$ cat config.mk
export PLATFORM = sky130hd
export DESIGN_NAME = nibble_accumulator_flat
export DESIGN_NICKNAME = d
export VERILOG_FILES = /design/src/rtl/nibble_accumulator_if.sv /design/src/rtl/nibble_accumulator.sv /design/src/flat_wrapper.sv
export SDC_FILE = /design/constraint.sdc
export NUM_CORES = 1
export LEC_CHECK = 0
export CAP_MARGIN = 40
export CORE_MARGIN = 5
export CORE_UTILIZATION = 40
export DETAILED_ROUTE_END_ITERATION = 10
export PLACE_DENSITY = 0.78
export SETUP_SLACK_MARGIN = 0.5
export SYNTH_ARGS = -nofsm -noshare
export SYNTH_HDL_FRONTEND = slang
export SYNTH_SLANG_ARGS = --single-unit
$ cat constraint.sdc
create_clock -name clk -period 1.65 [get_ports clk]
set_input_delay 0.165 -clock clk [delete_from_list [all_inputs] [get_ports clk]]
set_output_delay 0.165 -clock clk [all_outputs]
set_load 0.05 [all_outputs]
$ cat src/rtl/nibble_accumulator_if.sv
// nibble_accumulator_if: sample, adder and result signals of nibble_accumulator.
interface nibble_accumulator_if #(
   parameter int HI_W  = 4,
   parameter int CNT_W = 8
);
   logic              in_valid;
   logic              in_ready;
   logic [3:0]        in_data;
   logic              in_last;
   logic [3:0]        adder_a;
   logic [3:0]        adder_b;
   logic [3:0]        adder_sum;
   logic              adder_cout;
   logic              out_valid;
   logic              out_ready;
   logic [HI_W+3:0]   out_total;
   logic [CNT_W-1:0]  out_count;
   logic              out_ovf;
   modport master (
      output in_valid, in_data, in_last, adder_sum, adder_cout, out_ready,
      input  in_ready, adder_a, adder_b, out_valid, out_total, out_count, out_ovf
   );
   modport slave (
      input  in_valid, in_data, in_last, adder_sum, adder_cout, out_ready,
      output in_ready, adder_a, adder_b, out_valid, out_total, out_count, out_ovf
   );
endinterface

$ cat src/rtl/nibble_accumulator.sv
// nibble_accumulator: frames 4-bit samples through an external adder into a wide total and count.
// Define NIBBLE_ACC_SAT_EN to saturate the total at all-ones on overflow instead of wrapping.
module nibble_accumulator #(
   parameter int HI_W  = 4,
   parameter int CNT_W = 8
) (
   input logic clk,
   input logic rst_n,
   nibble_accumulator_if.slave bus
);
   typedef enum logic [1:0] {IDLE, ACCUM, DONE} state_t;
   state_t           r_state, w_next;
   logic [3:0]       r_lo;
   logic [HI_W-1:0]  r_hi;
   logic [CNT_W-1:0] r_cnt;
   logic             r_ovf;
   logic             w_acc, w_rel;
   logic [HI_W:0]    w_hi_sum;
   assign w_acc    = bus.in_valid && (r_state != DONE);
   assign w_rel    = (r_state == DONE) && bus.out_ready;
   assign w_hi_sum = {1'b0, r_hi} + {{HI_W{1'b0}}, bus.adder_cout};
   assign bus.in_ready  = r_state != DONE;
   assign bus.out_valid = r_state == DONE;
   assign bus.adder_a   = r_lo;
   assign bus.adder_b   = bus.in_data;
   assign bus.out_total = {r_hi, r_lo};
   assign bus.out_count = r_cnt;
   assign bus.out_ovf   = r_ovf;
   always_comb begin
      w_next = r_state;
      w_next = w_rel ? IDLE : w_acc ? (bus.in_last ? DONE : ACCUM) : r_state;
   end
   always_ff @(posedge clk or negedge rst_n)
      if (!rst_n) r_state <= IDLE;
      else        r_state <= w_next;
   // Release and accept are mutually exclusive: accept needs a state other than DONE.
   always_ff @(posedge clk or negedge rst_n) begin
      if (!rst_n) begin
         r_lo  <= '0;
         r_hi  <= '0;
         r_cnt <= '0;
         r_ovf <= 1'b0;
      end else if (w_rel) begin
         r_lo  <= '0;
         r_hi  <= '0;
         r_cnt <= '0;
         r_ovf <= 1'b0;
      end else if (w_acc) begin
`ifdef NIBBLE_ACC_SAT_EN
         {r_hi, r_lo} <= (r_ovf || w_hi_sum[HI_W]) ? '1 : {w_hi_sum[HI_W-1:0], bus.adder_sum};
`else
         {r_hi, r_lo} <= {w_hi_sum[HI_W-1:0], bus.adder_sum};
`endif
         r_ovf <= r_ovf | w_hi_sum[HI_W];
         r_cnt <= &r_cnt ? r_cnt : r_cnt + 1'b1;
      end
   end
endmodule
$ cat src/flat_wrapper.sv
// flat-port wrapper written by rule: the top's interface ports become plain ports
module nibble_accumulator_flat 
#(
   parameter int HI_W  = 4,
   parameter int CNT_W = 8
)
  (clk, rst_n, bus_in_valid, bus_in_data, bus_in_last, bus_adder_sum, bus_adder_cout, bus_out_ready, bus_in_ready, bus_adder_a, bus_adder_b, bus_out_valid, bus_out_total, bus_out_count, bus_out_ovf);
  nibble_accumulator_if #(.HI_W(HI_W), .CNT_W(CNT_W)) bus_i ();
  input logic clk;
  input logic rst_n;
  input wire logic [$bits(bus_i.in_valid)-1:0] bus_in_valid;
  input wire logic [$bits(bus_i.in_data)-1:0] bus_in_data;
  input wire logic [$bits(bus_i.in_last)-1:0] bus_in_last;
  input wire logic [$bits(bus_i.adder_sum)-1:0] bus_adder_sum;
  input wire logic [$bits(bus_i.adder_cout)-1:0] bus_adder_cout;
  input wire logic [$bits(bus_i.out_ready)-1:0] bus_out_ready;
  output wire logic [$bits(bus_i.in_ready)-1:0] bus_in_ready;
  output wire logic [$bits(bus_i.adder_a)-1:0] bus_adder_a;
  output wire logic [$bits(bus_i.adder_b)-1:0] bus_adder_b;
  output wire logic [$bits(bus_i.out_valid)-1:0] bus_out_valid;
  output wire logic [$bits(bus_i.out_total)-1:0] bus_out_total;
  output wire logic [$bits(bus_i.out_count)-1:0] bus_out_count;
  output wire logic [$bits(bus_i.out_ovf)-1:0] bus_out_ovf;
  assign bus_i.in_valid = bus_in_valid;
  assign bus_i.in_data = bus_in_data;
  assign bus_i.in_last = bus_in_last;
  assign bus_i.adder_sum = bus_adder_sum;
  assign bus_i.adder_cout = bus_adder_cout;
  assign bus_i.out_ready = bus_out_ready;
  assign bus_in_ready = bus_i.in_ready;
  assign bus_adder_a = bus_i.adder_a;
  assign bus_adder_b = bus_i.adder_b;
  assign bus_out_valid = bus_i.out_valid;
  assign bus_out_total = bus_i.out_total;
  assign bus_out_count = bus_i.out_count;
  assign bus_out_ovf = bus_i.out_ovf;
  nibble_accumulator #(.HI_W(HI_W), .CNT_W(CNT_W)) u_core (.clk(clk), .rst_n(rst_n), .bus(bus_i));
endmodule
==> impl_metrics.toml, run 1 <==
[timing]
rsz0062_at_grt = "true"
finalCriticalPeriod_ps = 1380
worst_pin_slew_ps = 284
relSlewSlack_pct = 80.8
fin_crit_sh_pct = 83.8
max_freq_ghz = 0.723
finalSetupTns_ps = 0
setup_viol_count_final = 0
holdWs_ps = 167
finalHoldViolations = 0
finClkSkew_ps = 2.49
layout_setup_ws_ps = 267
drv_slew = 0

[place]
place_ws_ps = 50.9
io_buffers = 32
hpwl_um = 1750
place_congestion = 0.830

[floorplan]
die_h_um = 59.2
start_util_pct = 42.9
num_io_pins = 41
die_w_um = 59.2
rows = 17
fp.coreArea_um2 = 2250
die-area_um2 = 3500

[global_routing]
grt_use_met2_pct = 24.9
grt_max_degree = 20
grt_remaining_overflow = 0
gr-max-usage-layer = "met2"
grt_pass1_wl_um = 4090
met3_usage_pct = 1.96
antenna_found_initial = 0
grt_pass1_vias = 883
grt_use_total_pct = 15.7
use_met1_pct = 19.2

[layout]
drive_above_1_share_pct = 56.3
diodes = 0
num-nets-final = 160
final_util_pct = 72.3
area_growth_pct = 68.4
nFillCells = 141

[synth]
synth_cell_type_count = 30
synthCells = 92
yosys.area.top_type_share_pct = 49.2
synth_area_um2 = 967
yosysTopAreaCell = "dfrtp_1"
ys_top_cells_by_area = "dfrtp_1 (49%), a22o_1 (6.3%), buf_4 (6.2%)"
ys_ff_latch = 19
syn_avg_cell_area_um2 = 10.5
yosysSeqAreaShare_pct = 49.2
yosys_warnings = 0
syn-num-nets = 109

[setup_path]
worstPathArrival_ps = 1220
end_kind = "output port"
criticalPathCategory = "flop to output port"
path_max_fanout = 4
setup.worst_path.start_class = "flop"
worst-r2r-cell-count = 5
cp.required_ps = 1480

[clock_tree]
clk_path_buf_depth = 2
clk_pin_slew_worst_paths_ps = 110
cts_sinks = 19
cts_max_level = 1
cts_buffers = 3
cts_root_buf = "clkbuf_4"
hold_buffers = 0
clkLatencyLatePin_ps = 310
cts_tree = "yes"

[power_and_ir_drop]
power.leakage_nw = 0.726
cellPowerDensity_nw_per_um2 = 1600
total_power_mw = 2.61
ir_drop_mv = 1.13

[run_status]
outcome = "finished, final reports clean"

[route]
routed_via_density = 5.27
drc = 0
drt_pass1_iterations = 4
antenna_left = 0
vias = 896
drt_iter0_markers = 14
routed_wl_um = 2840
wl_per_cell_um = 16.7

[hold_path]
hold_path_class = "input pin to async pin"

[run]
maxCapViolations = 0
## metal layers
layer,share of wire [%],up-vias
li1,-,429
met1,42,426
met2,48,33
met3,5.8,8
met4,3.9,0
met5,0,-
## placed cells by master, fill, tap and decap left out, drive strengths merged, types with 3 or more instances in the layout
cell type	count
nand4	3
inv	3
dfrtp	19
nand3	4
clkdlybuf4s50	9
clkbuf	3
ha	3
o21ai	7
a22o	7
and2	3
buf	47
nor2	6
nand2	8
## stage by stage
stage          area [um^2]  instances
2_1_floorplan         1020         92
3_3_place_gp          1320        149
3_5_place_dp          1320        149
4_1_cts               1480        163
5_1_grt               1630        170
6_report              1630        170
## sequential cells by signal, summed over array words and instances, names as in the netlist
register and flops:
u_core.r_state 2, u_core.bus.out_count 8, u_core.bus.out_ovf 1, u_core.bus.adder_a 4, u_core.r_hi 4
## synth_stat cells
cell and n:
a22o_1 7, a41oi_1 1, buf_2 1, nand3_1 3, a311oi_1 1, dfrtp_1 19
nand2b_1 1, nor2_1 5, o211ai_1 2, mux2i_1 1, nand4bb_1 1, buf_4 8
o211a_1 1, o41ai_1 1, a21oi_1 2, nand4_1 3, inv_1 4, o21ai_0 7
or2_0 1, nand2_1 8, or4b_1 1, ha_1 3, nor2_2 1, nand3_4 1
buf_6 1, and3_1 1, and2_1 3, nand3b_1 1, xor2_1 2, nor3_1 1
## cell type report
class | instances | area [um^2] | share of cell area, %
inverter | 4 | 18.8 | 1.15
tap | 28 | 35.0 | 2.15
clock buffer | 3 | 22.5 | 1.38
clock inverter | 1 | 5.00 | 0.307
sequential | 19 | 487 | 29.9
multi-input combinational | 59 | 510 | 31.3
timing repair buffer | 56 | 551 | 33.8
## kinds of logic after synthesis
family                   after synthesis  synth area share [%]
AND/OR/NAND/NOR                       31                  18.4
buffers and inverters                 14                  9.44
multiplexers                           1                  1.03
XOR/XNOR                               2                  1.81
AO/OA/AOI/OAI                         22                  16.3
adder cells (fa/ha/maj)                3                  3.88
flip-flops                            19                  49.2
## worst max-delay path, stage by stage (launching register included)
cell and delay (ps):
dfrtp_1 420, nand2b_4 120, clkinvlp_4 110, buf_6 120
buf_12 130
## repair_timing
item | in CTS | in global routing
buffers inserted | 10 | 7
resized for setup | 23 | 26
pin swaps | 7 | 3
setup endpoints to repair | 27 | 31
## power breakdown
part / internal (mW) / total [mW] / switching [mW]
clock network: 0.0907 / 0.248 / 0.158
logic: 0.707 / 1.62 / 0.910
registers: 0.598 / 0.745 / 0.147
total: 1.40 / 2.61 / 1.21
## path summary, 6_finish.rpt
kind                                   start                       to  slack, ps
max in group asynchronous              rst_n  u_core.bus.out_count[0]       1270
min                                    rst_n  u_core.bus.out_count[3]        170
max reg2reg                u_core.r_state[0]    u_core.bus.adder_a[3]        270
max                        u_core.r_state[1]            bus_out_valid        270
min reg2reg                u_core.r_state[0]        u_core.r_state[0]        490
min in group clk              bus_in_data[3]           bus_adder_b[3]        330
Power figures use the tool's default switching activity.
==> inputs of run 2 (changes only) <==
- clock period: 1.65 -> 1.36 ns (I/O delays scaled with it)
==> run 2 against run 1 <==
  * The run now ends with negative setup slack left
  * Total power grew 49%
  * Clock power grew 26%
  * First-iteration DRC count grew to 3.9 times the previous value
  * Worst setup slack lost 410 ps
  * Worst hold slack lost 19 ps
  * Flip-flop and latch count is the same
  * Via count grew 24%
  * Critical path depth grew 1
  * Routed wire length grew 52%
==> impl_metrics.toml, run 2 (synthesis results as in run 1) <==
[run_status]
outcome = "finished with violations"
violations = "negative setup slack"

[floorplan]
rows = 17
start_util_pct = 42.9
die_h_um = 59.2
num_io_pins = 41
fp.coreArea_um2 = 2250
die_w_um = 59.2
die-area_um2 = 3500

[layout]
diodes = 0
layout.cells.non_filler = 186
largest_register_ffs = 8
mostFrequentLayoutCells = "buf_4 (25), buf_12 (23), buf_6 (15), dfrtp_2 (12), clkdlybuf4s50_1 (9)"
drive_above_1_share_pct = 62.0
nFillCells = 91
mostFrequentLayoutCell = "buf_4"
regArea_um2 = 490
multi_input_area_um2 = 520
area_growth_pct = 107
num-nets-final = 176

[route]
drt_iter0_markers = 55
wl_per_cell_um = 23.2
antenna_left = 0
vias = 1109
routed_wl_um = 4310
drt_pass1_iterations = 4
routed_via_density = 5.96
drc = 0

[setup_path]
path_max_fanout = 3
path_buf_inv = 1
path_delay_family = "simple AND/OR/NAND/NOR gates"
criticalPathCategory = "flop to flop"
critical-path-slowest-cell = "or4b_4"
path_cells = "nand2b_4 -> buf_6 -> nand3_4 -> or4b_4 -> o211a_1"
end_kind = "flop"
setup.worst_path.start_class = "flop"
cpPeakStageDelay_ps = 510
worstPathArrival_ps = 1730
cp.required_ps = 1580

[power_and_ir_drop]
ir_drop_mv = 1.94
power.leakage_nw = 0.865
cellPowerDensity_nw_per_um2 = 1950

[place]
io_buffers = 32
dpl.cell_count = 166
hpwl_um = 2240
place_congestion = 0.840

[global_routing]
grt_pass1_vias = 1164
grt_max_degree = 20
grt_use_total_pct = 22.8
grt_pass1_wl_um = 5890
grt_remaining_overflow = 0
antenna_found_initial = 0

[timing]
finalCriticalPeriod_ps = 1510
worst_pin_slew_ps = 346
finalSetupTns_ps = -1330
setup_viol_count_final = 16
finClkSkew_ps = 2.60
drv_slew = 0
rsz0062_at_grt = "true"
layout_setup_ws_ps = -148
max_freq_ghz = 0.663
relSlewSlack_pct = 76.9
finalHoldViolations = 0
holdWs_ps = 149
fin_crit_sh_pct = 111

[clock_tree]
clkLatencyLatePin_ps = 320
cts_max_level = 1
clk_pin_slew_worst_paths_ps = 110
cts_sinks = 19
clk_path_buf_depth = 2
cts_buffers = 3
cts_root_buf = "clkbuf_4"
hold_buffers = 0
cts_tree = "yes"

[hold_path]
hold_path_class = "input pin to async pin"

[run]
maxCapViolations = 0
==> run 2: worst paths after layout <==
kind                                    start                      end  slack (ps)  cells after the start
hold / removal                          rst_n    u_core.bus.adder_a[3]         150                      2
setup reg to reg            u_core.r_state[1]  u_core.bus.out_count[6]        -150                      5
hold reg to reg            u_core.bus.out_ovf       u_core.bus.out_ovf         600                      2
max in group asynchronous               rst_n  u_core.bus.out_count[2]         990                      2
min in group clk               bus_in_data[3]           bus_adder_b[3]         270                      0
setup / recovery            u_core.r_state[1]  u_core.bus.out_count[6]        -150                      5
==> run 2: layout make-up <==
type	instances	share of cell area (%)
repair buffers	72	45.4
clock buffers	4	1.31
multi-input cells	59	26.0
well taps	28	1.75
flip-flops and latches	19	24.5
inverters	4	0.939
==> run 2: what timing repair did <==
item | 4_1_cts | 5_1_grt
hold endpoints to repair | 0 | 0
setup buffers | 12 | 4
endpoints found under the setup margin | 42 | 42
pin swaps | 6 | 4
resized for setup | 21 | 16
==> run 2: power breakdown <==
part	internal, mW	leakage [nW]	switching [mW]
clock	0.115	0.0150	0.197
combinational	1.34	0.618	1.28
sequential	0.735	0.232	0.225
==> run 2: worst register-to-register path, delay by kind of cell (launching register included) <==
family	cells	cell delay [ps]
simple gates	3	700
flops	1	450
compound gates	1	140
buf+inv	1	120
==> run 2: per-stage QoR <==
stage | power (mW) | area [um^2] | setup slack, ps | util, %
after floorplan | 1.98 | 1040 | -282 | -
after global placement | 3.03 | 1710 | -154 | 76.0
after detailed placement | 3.12 | 1710 | -249 | 76.0
after CTS | 3.67 | 1910 | -79.2 | 84.5
after global routing | 4.02 | 2000 | -201 | 88.6
final | 3.89 | 2000 | -148 | 88.6
==> run 2: routing by layer <==
metal | vias up | wire, um | global-route usage (%)
li1 | 455 | - | -
met1 | 536 | 1620 | 25.6
met2 | 103 | 2150 | 39.1
met3 | 15 | 353 | 4.58
met4 | 0 | 185 | 14.2
met5 | - | 0 | 0
==> inputs of run 3 (changes only) <==
- CORE_MARGIN: 5 -> not set
==> run 3 against run 2 <==
  * The flow still finishes with violations (negative setup slack)
  * Clock skew up 3.2 ps
  * Routed wire length down 25%
  * Via count down 11%
  * Count of clock-buffer cells in the layout unchanged
  * Combinational power down 5%
  * Critical path depth down 1
  * Worst setup slack better by 110 ps
  * Clock power down 7.7%
  * Critical endpoint is now bus_out_valid
==> impl_metrics.toml, run 3 (synthesis results as in run 1) <==
[timing]
drv_slew = 0
layout_setup_ws_ps = -36.2
rsz0062_at_grt = "true"
setup_viol_count_final = 3
worst_pin_slew_ps = 357
finalHoldViolations = 0
finalSetupTns_ps = -68.2
fin_crit_sh_pct = 103
finClkSkew_ps = 5.80
max_freq_ghz = 0.716
relSlewSlack_pct = 76.1
finalCriticalPeriod_ps = 1400

[hold_path]
hold_path_class = "input pin to async pin"

[route]
vias = 992
routed_via_density = 5.64
antenna_left = 0
wl_per_cell_um = 18.4
routed_wl_um = 3230
drc = 0
drt_iter0_markers = 11
drt_pass1_iterations = 4

[setup_path]
cp.required_ps = 1220
rr_endpoint = "u_core.bus.out_count[6]"
setup.worst_path.start_class = "flop"
critical-path-slowest-cell = "dfrtp_1"
cpPeakStageDelay_ps = 370
worstPathArrival_ps = 1260
timing.rr.start = "u_core.bus.out_count[0]"
worst-r2r-cell-count = 4
reg2reg_slack_ps = -30
criticalPathCategory = "flop to output port"
end_kind = "output port"
path_max_fanout = 5
path_cells = "nand2b_4 -> clkinvlp_4 -> buf_6 -> buf_12"

[run_status]
outcome = "finished with violations"
violations = "negative setup slack"

[global_routing]
grt_remaining_overflow = 0
antenna_found_initial = 0
grt_pass1_wl_um = 4590
grt_use_total_pct = 24.0
grt_pass1_vias = 941
grt_max_degree = 20

[power_and_ir_drop]
power.leakage_nw = 0.829
ir_drop_mv = 1.48
total_power_mw = 3.73
cellPowerDensity_nw_per_um2 = 1890

[floorplan]
num_io_pins = 41
rows = 17
die-area_um2 = 2620
start_util_pct = 42.9
die_w_um = 51.2
die_h_um = 51.2
fp.coreArea_um2 = 2250

[layout]
mostFrequentLayoutCell = "buf_12"
diodes = 0
layout.cells.non_filler = 176
area_growth_pct = 103
num-nets-final = 166
mostFrequentLayoutCells = "buf_12 (23), buf_4 (19), buf_6 (11), dfrtp_2 (10), dfrtp_1 (9)"
nFillCells = 91
drive_above_1_share_pct = 62.2
final_util_pct = 87.2
largest_register_ffs = 8

[clock_tree]
clkLatencyLatePin_ps = 300
cts_sinks = 19
cts_max_level = 1
clk_pin_slew_worst_paths_ps = 110
hold_buffers = 0
clk_path_buf_depth = 2
cts_buffers = 3
cts_tree = "yes"
cts_root_buf = "clkbuf_4"

[run]
maxCapViolations = 0

[place]
io_buffers = 32
place_congestion = 0.881
dpl.cell_count = 161
hpwl_um = 2050
place_ws_ps = -234
[run 3: cell types whose count changed in the layout (fill, tap and decap cells not counted), moves of 2 or more]
cell / previous run / this run
o21ai_0: 6 / 2
ha_4: 1 / 3
buf_6: 15 / 11
nand2_1: 8 / 6
o21ai_1: 1 / 4
dfrtp_1: 7 / 9
buf_4: 25 / 19
dfrtp_2: 12 / 10
[run 3: through the flow]
| step | cell area (um^2) | hold WS (ps) |
|---|---|---|
| after global placement | 1680 | 272 |
| after detailed placement | 1680 | 272 |
| after floorplan | 1040 | -160 |
| after global routing | 1970 | 179 |
| after CTS | 1820 | 175 |
| final | 1970 | 163 |
[run 3: power by group]
part           switching (mW)  internal (mW)  total [mW]
Sequential              0.230          0.732       0.962
Combinational            1.20           1.27        2.48
Clock                   0.174          0.114       0.288
[run 3: timing repair]
action / CTS / global route
endpoints found under the setup margin: 42 / 42
pin swaps: 4 / 11
setup buffers: 6 / 5
resized for setup: 19 / 28
gates cloned: 0 / 0
[run 3: worst max-delay path by stage]
| stage | end | startpoint | slack (ps) | cells past startpoint |
|---|---|---|---|---|
| floorplan | u_core.bus.out_count[7] | u_core.r_state[1] | -280 | 6 |
| detailed placement | u_core.bus.out_count[6] | bus_in_valid | -230 | 4 |
| global placement | u_core.bus.out_count[6] | bus_in_valid | -200 | 4 |
| global route | bus_out_valid | u_core.r_state[0] | -100 | 4 |
| finish | bus_out_valid | u_core.r_state[0] | -40 | 4 |
| CTS | u_core.bus.out_count[6] | u_core.bus.out_count[1] | -10 | 4 |
[run 3: per-layer routing]
metal / global-route usage, % / share of wire (%)
met1: 28.5 / 39
met2: 40.8 / 49
met3: 6.25 / 8.9
met4: 10.2 / 2.7
met5: 0 / 0
[run 3: cell type report]
| cell class | count | area, um^2 | area share (%) |
|---|---|---|---|
| Clock buffer | 4 | 26.3 | 1.34 |
| Timing Repair Buffer | 62 | 820 | 41.7 |
| Multi-Input combinational cell | 59 | 579 | 29.5 |
| Sequential cell | 19 | 488 | 24.8 |
| Tap cell | 28 | 35.0 | 1.78 |
| Inverter | 4 | 18.8 | 0.954 |
[run 3: critical path: cells and delay by family, from the launching register on]
kind / cells / cell delay [ps]
flip-flops: 1 / 370
buffers and inverters: 3 / 390
AND/OR/NAND/NOR: 1 / 190
